$ cat src/rtl/switch_debounce.sv
// Multi-channel push-button conditioner: 2-flop synchroniser, stability-counter
// debounce, registered release pulses. SWITCH_DEBOUNCE_PRESS_EN adds press pulses.

module switch_debounce_lane #(
  parameter int DEBOUNCE_LIMIT = 250000,
  parameter int CNT_WIDTH      = 18
) (
  input  logic i_Clk,
  input  logic i_Reset,
  input  logic i_Pin,
  output logic o_Level,
  output logic o_Release,
  output logic o_Press
);
  localparam logic [CNT_WIDTH-1:0] LIMIT_M1 = CNT_WIDTH'(DEBOUNCE_LIMIT - 1);

  logic                 meta_q, meta_d;
  logic                 sync_q, sync_d;
  logic                 level_q, level_d;
  logic                 rel_q, rel_d;
  logic [CNT_WIDTH-1:0] cnt_q, cnt_d;
`ifdef SWITCH_DEBOUNCE_PRESS_EN
  logic                 prs_q, prs_d;
`endif

  // Any agreeing sample drops the count back to zero: no partial credit.
  always_comb begin
    meta_d  = i_Pin;
    sync_d  = meta_q;
    level_d = level_q;
    cnt_d   = '0;
    rel_d   = 1'b0;
`ifdef SWITCH_DEBOUNCE_PRESS_EN
    prs_d   = 1'b0;
`endif
    if (sync_q != level_q) begin
      if (cnt_q == LIMIT_M1) begin
        level_d = sync_q;
        rel_d   = ~sync_q;
`ifdef SWITCH_DEBOUNCE_PRESS_EN
        prs_d   = sync_q;
`endif
      end else begin
        cnt_d = cnt_q + CNT_WIDTH'(1);
      end
    end
  end

  always_ff @(posedge i_Clk) begin
    if (i_Reset) begin
      meta_q  <= 1'b0;
      sync_q  <= 1'b0;
      level_q <= 1'b0;
      rel_q   <= 1'b0;
      cnt_q   <= '0;
    end else begin
      meta_q  <= meta_d;
      sync_q  <= sync_d;
      level_q <= level_d;
      rel_q   <= rel_d;
      cnt_q   <= cnt_d;
    end
  end

`ifdef SWITCH_DEBOUNCE_PRESS_EN
  always_ff @(posedge i_Clk) begin
    if (i_Reset) prs_q <= 1'b0;
    else         prs_q <= prs_d;
  end
  assign o_Press = prs_q;
`else
  assign o_Press = 1'b0;
`endif

  assign o_Level   = level_q;
  assign o_Release = rel_q;
endmodule

module switch_debounce #(
  parameter int NUM_SW         = 4,
  parameter int DEBOUNCE_LIMIT = 250000,
  parameter int CNT_WIDTH      = 18
) (
  input  logic              i_Clk,
  input  logic              i_Reset,
  input  logic [NUM_SW-1:0] i_Switch,
  output logic [NUM_SW-1:0] o_Switch,
  output logic [NUM_SW-1:0] o_Release,
  output logic [NUM_SW-1:0] o_Press
);
  for (genvar g = 0; g < NUM_SW; g++) begin : g_lane
    switch_debounce_lane #(
      .DEBOUNCE_LIMIT(DEBOUNCE_LIMIT),
      .CNT_WIDTH     (CNT_WIDTH)
    ) u_lane (
      .i_Clk    (i_Clk),
      .i_Reset  (i_Reset),
      .i_Pin    (i_Switch[g]),
      .o_Level  (o_Switch[g]),
      .o_Release(o_Release[g]),
      .o_Press  (o_Press[g])
    );
  end
endmodule

$ cat config.mk
export PLATFORM = sky130hd
export DESIGN_NAME = switch_debounce
export DESIGN_NICKNAME = d
export VERILOG_FILES = /design/src/rtl/switch_debounce.sv
export SDC_FILE = /design/constraint.sdc
export NUM_CORES = 1
export LEC_CHECK = 0
export CAP_MARGIN = 20
export CORE_ASPECT_RATIO = 1.25
export CORE_UTILIZATION = 27
export CTS_BUF_LIST = sky130_fd_sc_hd__clkbuf_4
export CTS_CLUSTER_DIAMETER = 30
export DETAILED_ROUTE_END_ITERATION = 8
export GPL_TIMING_DRIVEN = 0
export PLACE_DENSITY = 0.39
export SYNTH_ARGS = -nofsm -noshare
export SYNTH_HDL_FRONTEND = slang
export SYNTH_SLANG_ARGS = --single-unit
$ cat constraint.sdc
create_clock -name i_Clk -period 3.2 [get_ports i_Clk]
set_clock_uncertainty 0.15 [all_clocks]
set_input_delay 0.64 -clock i_Clk [delete_from_list [all_inputs] [get_ports i_Clk]]
set_output_delay 0.64 -clock i_Clk [all_outputs]
set_load 0.01 [all_outputs]
; Word-level counts from Yosys, hierarchy flattened
; Index checks and enable logic that the tools add are counted.
[word_totals]
out_inout_bits = 12
wordCells = 56
inputBits = 6
regBits = 88
[op_classes]
addsub = 4
bitwise = 12
eq_ne = 8
reduce_logical = 12
[ops]
columns = operator, count
row1 = $add 18x1->18 const B, 4
row2 = $eq 18x18->1 const B, 4
row3 = $reduce_or 3->1, 8
row4 = $not 1->1, 12
row5 = $reduce_and 2->1, 4
row6 = $ne 1x1->1, 4

; Longest topological paths before layout
; Gate-level depths: netlist (run 1).
[depth]
ltp_word = 3
mapped_depth = 6
mapped_depth_nobuf = 5

; Modules after synthesis
; A second synthesis (run 1) with hierarchy kept.
[unflattened]
cells_unflattened = 432
hier_area_um2 = 3918.8
[by_module_without_submodules]
columns = mod, cells_per_inst, instances, area_per_inst_um2, seq_area_each_um2
row1 = switch_debounce_lane, 108, 4, 979.7, 440.4

; Least setup slack after synthesis (run 1)
; No wires, ideal clock.
[synth_timing]
kind = flip-flop to flip-flop
start = register g_lane[2].u_lane.cnt_q[0]
end = register g_lane[2].u_lane.cnt_q[10]
period_less_slack_ps = 1963
path_stages_with_launch = 7
slack_ps = 1237
setup_time_ps = 117
required_time_ps = 2933
n_path_buf = 1
arrival_ps = 1695
path_cell_list = dfxtp_1 -> ha_1 -> nand3_1 -> or4_4 -> o21ai_2 -> buf_2 -> nor2_1
[synth_via]
elab_chain_cells = 2
elab_cells_between_ends = 3
cone_classes = add/sub: 1 / eq/ne: 1 / reduce/logical: 1
[synth_rtl]
columns = item, line_no
row1 = start: declaration, 21  ; logic [CNT_WIDTH-1:0] cnt_q, cnt_d;
row2 = start signal: assignment, 61  ; cnt_q <= cnt_d;
row3 = "parallel branches: the longest is 2 deep, another holds $add 18x1->18", --
; Parallel ways; which one is timed is not known.
; A chain may end at the register's enable or synchronous reset.

; Worst setup path in the final report (run 1)
[layout_timing]
start = register g_lane[2].u_lane.level_q
end = output o_Switch[2]
[layout_lines]
columns = item, line_no
row1 = start: declaration, 19  ; logic level_q, level_d;
row2 = start signal: assignment, 59  ; level_q <= level_d;
row3 = end: declaration, 87  ; output logic [NUM_SW-1:0] o_Switch,
; No word-level cell between the ends.

==> results of run 1 <==
[worst reg2reg max path, stage by stage (launching register included)]
cell     delay (ns)
dfxtp_1        0.41
ha_1           0.24
nand3_1        0.13
or4_4          0.53
o21ai_2        0.32
buf_2          0.30
nor2_1         0.07
[cells by family after synthesis]
| kind of cell | Yosys count | share of synthesized area |
|---|---|---|
| other | 1 | 0.0009643 |
| AOI/OAI and AO/OA | 27 | 0.04376 |
| xor gates and xnor gates | 57 | 0.1284 |
| adders and majority gates | 4 | 0.01287 |
| muxes | 3 | 0.007722 |
| DFF | 88 | 0.4530 |
| and+or+nand+nor | 218 | 0.3047 |
| buffers and inverters | 35 | 0.04859 |
[layout make-up]
type                    instances  area share
multi-input cells             313      0.4449
clock buffers                   9     0.01542
well taps                     175     0.04997
flip-flops and latches         88      0.4021
plain buffers                  19     0.02941
inverters                      16     0.01371
clock inverters                 7     0.01428
repair buffers                 13     0.02970
diodes                          1   0.0005711
[state kept, by name, summed over array words and instances, names as in the netlist]
signal / count
g_lane.u_lane.sync_q: 4
g_lane.u_lane.cnt_q: 72
g_lane.u_lane.o_Release: 4
g_lane.u_lane.o_Level: 4
g_lane.u_lane.meta_q: 4
[worst min path at each step]
| stage | start | cells past startpoint | to |
|---|---|---|---|
| floorplan | g_lane[0].u_lane.meta_q | 1 | g_lane[0].u_lane.sync_q |
| global placement | g_lane[0].u_lane.meta_q | 1 | g_lane[0].u_lane.sync_q |
| detailed placement | g_lane[1].u_lane.meta_q | 1 | g_lane[1].u_lane.sync_q |
| CTS | g_lane[1].u_lane.meta_q | 1 | g_lane[1].u_lane.sync_q |
| global route | g_lane[2].u_lane.meta_q | 1 | g_lane[2].u_lane.sync_q |
| finish | g_lane[1].u_lane.meta_q | 1 | g_lane[1].u_lane.sync_q |
[power by group]
group / internal (mW) / total (mW) / switching, mW
Combinational: 0.0171 / 0.0361 / 0.0190
Sequential: 1.10 / 1.11 / 0.00399
Clock: 0.232 / 0.627 / 0.395
[routing by layer]
layer  vias up  track usage  part of all wire
met5         -            0                 0
met4         0      0.05333             0.019
met3        11      0.02301             0.029
met2        42       0.1834              0.47
met1      1361       0.1408              0.48
li1       1533            -                 -
[stage by stage]
step | setup WS [ns] | total power, mW
after floorplan | 1.237 | 1.153
after global placement | 0.4340 | 1.167
after detailed placement | 0.4264 | 1.167
after CTS | 0.8348 | 1.805
after global routing | 0.7824 | 1.846
final | 0.8961 | 1.769
[cells in the final DEF, fill, tap and decap left out, types with 3 or more instances in the layout]
cell type        instances
clkbuf_4                 9
a21oi_1                 12
dfxtp_1                 88
inv_1                   16
ha_1                     4
clkinv_2                 5
buf_2                    4
or3_1                    8
conb_1                   4
nand2b_1                 6
nor2_1                  75
or4_4                    4
nand4_1                 13
and3_1                   3
mux2i_1                  3
xor2_1                   9
buf_4                   12
nor3_1                  18
nor2b_1                  8
nand3_1                 23
or4_1                    3
nand2_1                 19
xnor2_1                 48
nor4_1                  18
o21ai_0                  8
clkdlybuf4s50_1         13
nor4b_1                  4
==> impl_results.md, run 1 <==
* CP Cell Sequence: buf_4 > clkdlybuf4s50_1
* Crit path time final at 2.304 ns
* WHS at 0.3043 ns
* Post-synth EDFFs at 0
* Slowest-stage cell, CP: clkdlybuf4s50_1
* Top cells by count, synth: 88 x dfxtp_1, 75 x nor2_1, 48 x xnor2_1
* CTS resizes at 0
* Worst Path Max Fanout at 3
* Worst setup path startpoint: g_lane[2].u_lane.o_Level
* Worst EP arrival at 1.51 ns
* Routability-driven placement congestion ratio at 0.7091
* Max cap viols at 0
* Crit path launch type: flip-flop
* Critical path buffers and inverters at 2
* Multi-input logic area at 1949 µm²
* Mapped Cells at 433
* First-pass GRT wire length at 12980 µm
* Worst Setup EP: o_Switch[2]
* Violation count after the first detailed-route iteration at 76
* Crit path depth at 2
* NumNets Final at 470
* CTS tree: done
* Number of buffers added for setup after CTS at 0
* Pin count of the biggest net entering global routing at 15
* Vias at 2947
* Final-report setup violation count at 0
* Distinct cells, synth at 43
* Global-route usage over all layers at 0.1126
* Clk slew on worst S/H paths at 0.15 ns
* Post-route insts no fill at 641
* R2R depth at 6
* Seq/Total Area, Yosys at 0.4530
* Io pins at 18
* Drt total wl at 7698 µm
* Maximum VDD drop at 0.1403 mV
* Via-to-Cell Ratio at 4.598
* RSZ-0062 raised after global routing: no
* Cell Rows at 48
* Period utilisation layout at 0.7200
* Setup crit end kind: output pin
* CTS Sinks at 88
* Vias in the first global route at 2775
* Initial antenna violation count at 1
* IO buf count at 13
* Critical register-to-register path startpoint: g_lane[2].u_lane.cnt_q[0]
* Die span in y at 136.2 µm
* Drt pass-1 iters at 4
* Final instance area at 4382 µm²
* Total gr overflow at 0
* Placed instance count at 624
* Yosys top cell area share at 0.4530
* Most frequent cell after synthesis: dfxtp_1
* RR Endpoint: g_lane[2].u_lane.cnt_q[12]
* Clock buffer depth at 2
* Area after DPL at 4249 µm²
* Core Util, Final at 0.3145
* Die Area at 14890 µm²
* CTS Hold Bufs at 0
* Initial Util at 0.2791
* Synth top area cells: dfxtp_1 45%, xnor2_1 11%, nor2_1 7.2%
* Status: completed
* Crit Path Category: flip-flop to output pin
* DRC violations left at 0
* Max-slew violation count at 0
* Core footprint at 13930 µm²
* Peak Freq at 434.0 MHz
* Actual slew at the worst max-slew pin at 0.6330 ns
* Drt wl/cell at 12.01 µm
* Clock Latency Late Sink at 0.44 ns
* Worst EP required at 2.41 ns
* Final hold violations at 0
* H-tree Lvls at 3
* Cts bufs inserted at 9
* Rel. slew slack at 0.5752
* R2r setup slk at 0.96 ns
* Synth Cell Area at 3889 µm²
* Post-synthesis to final-layout area growth at 12.68%
* Setup TNS at 0 ns
* Register area at 1762 µm²
* Leading area contributor after synthesis: dfxtp_1
* Top delay family on crit path: buffers and inverters
* HPWL Detailed at 5461 µm
* Fraction of registers with async set/reset at 0
* HP Class: flip-flop to flip-flop
* Flops & latches, synth at 88
* Synth Warn # at 0
* Leakage at 1.269 nW
* Clock root cell: clkbuf_4
* CP max stage delay at 0.52 ns
* PwrDens at 403.7 nW/µm²
* Ys flop type: dfxtp_1
* Die Width at 109.3 µm
* Ratio of cells with drive above 1 in the final layout at 0.1032
* Avg Cell Area, Syn at 8.981 µm²
* Fillers at 1526
* Final ANT Viol Nets at 0
Note: power is estimated with default switching activity, not from simulation.
==> run 2, diff against run 1 <==
--- a/config.mk
+++ b/config.mk
@@ -12,7 +12,7 @@
 export CTS_CLUSTER_DIAMETER = 30
 export DETAILED_ROUTE_END_ITERATION = 8
 export GPL_TIMING_DRIVEN = 0
-export PLACE_DENSITY = 0.39
+export PLACE_DENSITY = 0.4
 export SYNTH_ARGS = -nofsm -noshare
 export SYNTH_HDL_FRONTEND = slang
 export SYNTH_SLANG_ARGS = --single-unit
==> constraint.sdc (replaced) <==
create_clock -name i_Clk -period 1.9 [get_ports i_Clk]
set_clock_uncertainty 0.15 [all_clocks]
set_input_delay 0.38 -clock i_Clk [delete_from_list [all_inputs] [get_ports i_Clk]]
set_output_delay 0.38 -clock i_Clk [all_outputs]
set_load 0.01 [all_outputs]
==> run 2 against run 1 <==
  * Combinational power is 100% higher
  * Design area rose by 8.9%
  * Clock power is 52% higher
  * Setup slack got worse by 0.90 ns
  * Sequential power grew 68%
  * Power increased by 63%
  * Register-to-register slack got worse by 0.96 ns
  * Hold slack got worse by 0.014 ns
  * Critical path type is now flip-flop to flip-flop
  * Largest power group unchanged
==> impl_results.md, run 2 (same netlist as run 1, synthesis figures left out) <==
* Total gr overflow at 0 (unchanged)
* Global-route usage over all layers at 0.1181 (+0.005471)
* Placed instance count at 624 (unchanged)
* Commonest non-fill, non-tap cell in the layout: nor2_1
* Cell Rows at 48 (unchanged)
* Pre-CTS setup slack at -0.6010 ns (-1.027 ns)
* Maximum VDD drop at 0.2350 mV (+68%)
* Core footprint at 13930 µm² (unchanged)
* Cts bufs inserted at 9 (unchanged)
* Final setup margin at 0.0007072 ns (-0.8954 ns)
* CTS Sinks at 88 (unchanged)
* Ratio of cells with drive above 1 in the final layout at 0.2449 (+0.1417)
* Post-synthesis to final-layout area growth at 22.68%
* Crit Path Category: flip-flop to flip-flop
* Io pins at 18 (unchanged)
* Max-slew violation count at 0 (unchanged)
* Routability-driven placement congestion ratio at 0.6966 (-1.8%)
* CP max stage delay at 0.52 ns (about the same)
* Most frequent cells in the layout: 72 x nor2_1, 59 x dfxtp_1, 48 x xnor2_1
* Max reg flops at 72 (unchanged)
* Clock Latency Late Sink at 0.42 ns (-0.02 ns)
* Total power draw at 2.880 mW (+63%)
* Initial Util at 0.2791 (unchanged)
* R2r setup slk at 0.0007 ns (-0.96 ns)
* Leakage at 1.471 nW (+16%)
* Setup crit end kind: flip-flop
* NumNets Final at 495 (+5.3%)
* Worst Path Max Fanout at 3 (unchanged)
* WHS at 0.2903 ns (-0.01402 ns)
* Worst EP arrival at 2.09 ns (+0.58 ns)
* Drt pass-1 iters at 4 (unchanged)
* Slowest-stage cell, CP: or4_4
* HPWL Detailed at 5544 µm (+1.5%)
* HP Class: flip-flop to flip-flop
* Initial antenna violation count at 1 (unchanged)
* Area after DPL at 4277 µm² (+0.65%)
* Peak Freq at 526.5 MHz
* Pin count of the biggest net entering global routing at 13 (-2)
* Final-report setup violation count at 0 (unchanged)
* Drt total wl at 8032 µm (+4.3%)
* H-tree Lvls at 3 (unchanged)
* Largest register by flop count: g_lane.u_lane.cnt_q
* Violation count after the first detailed-route iteration at 71 (-6.6%)
* Final instance area at 4771 µm² (+8.9%)
* First-pass GRT wire length at 13590 µm (+4.7%)
* IO buf count at 13 (unchanged)
* Clk slew on worst S/H paths at 0.12 ns (-0.03 ns)
* CP Cell Sequence: ha_4 > nand3_2 > or4_4 > or4b_1 > o21ai_0
* Die span in y at 136.2 µm (unchanged)
* Post-route insts no fill at 666 (+3.9%)
* Max cap viols at 0 (unchanged)
* Worst EP required at 2.10 ns (-0.31 ns)
* RSZ-0062 raised after global routing: yes
* Crit path launch type: flip-flop
* DRC violations left at 0 (unchanged)
* Final ANT Viol Nets at 0 (unchanged)
* PwrDens at 603.7 nW/µm² (+50%)
* Vias at 2986 (+1.3%)
* Status: completed
* Drt wl/cell at 12.06 µm (+0.42%)
* Vias in the first global route at 2834 (+2.1%)
* Die Width at 109.3 µm (unchanged)
* Clock root cell: clkbuf_4
* Final hold violations at 0 (unchanged)
* Period utilisation layout at 0.9996
* Die Area at 14890 µm² (unchanged)
* Via-to-Cell Ratio at 4.483 (-2.5%)
* CTS tree: done
* Clock buffer depth at 2 (unchanged)
* Crit path time final at 1.899 ns
## run 2: cell types whose count changed in the layout (fill, tap and decap cells not counted), moves of 7 or more
cell             change
clkdlybuf4s50_1      -8
dfxtp_2             +24
clkbuf_4             +7
dfxtp_1             -29
dlygate4sd2_1        +8
buf_4               +28
## run 2: layout make-up
| type | count | area, µm² |
|---|---|---|
| inverters | 16 | 60.06 |
| well taps | 175 | 219.0 |
| fillers | 1499 | 9163 |
| clock inverters | 1 | 3.754 |
| clock buffers | 15 | 112.6 |
| multi-input cells | 313 | 2116 |
| flip-flops and latches | 88 | 1810 |
| diodes | 1 | 2.502 |
| repair buffers | 38 | 307.8 |
| plain buffers | 19 | 138.9 |
## run 2: metal layers
| layer | GRT usage | part of all wire | up-vias |
|---|---|---|---|
| met5 | 0 | 0 | - |
| met1 | 0.1477 | 0.48 | 1390 |
| met3 | 0.03068 | 0.017 | 6 |
| met2 | 0.1929 | 0.49 | 13 |
| li1 | - | - | 1577 |
| met4 | 0.04444 | 0.011 | 0 |
## run 2: worst paths after layout
check	from	endpoint	cells after the start
setup reg to reg	g_lane[2].u_lane.cnt_q[0]	g_lane[2].u_lane.o_Level	5
hold reg to reg	g_lane[3].u_lane.meta_q	g_lane[3].u_lane.sync_q	1
hold / removal	g_lane[3].u_lane.meta_q	g_lane[3].u_lane.sync_q	1
setup / recovery	g_lane[2].u_lane.cnt_q[0]	g_lane[2].u_lane.o_Level	5
## run 2: power by group
part	switching [mW]	internal [mW]
registers	0.00715	1.85
clock network	0.594	0.358
logic	0.0355	0.0382
## run 2: critical path, delay by kind of cell (launching register included)
kind,cells,cell delay (ns)
AND/OR/NAND/NOR,3,1.10
AO/OA/AOI/OAI,1,0.08
adder cells (fa/ha/maj),1,0.14
flip-flops,1,0.38
## run 2: through the flow
stage                     setup TNS (ns)  utilization
after global placement            -20.69       0.3069
after CTS                       -0.07366       0.3306
after global routing             -0.2891       0.3424
after detailed placement          -22.18       0.3069
final                                  0       0.3424
after floorplan                        0            -
## run 2: what timing repair did
action | 4_1_cts | 5_1_grt
buffers inserted | 17 | 7
setup endpoints to repair | 66 | 49
pin swaps | 11 | 15
resized for setup | 36 | 35
cloned | 1 | 0
hold buffers | 0 | 0
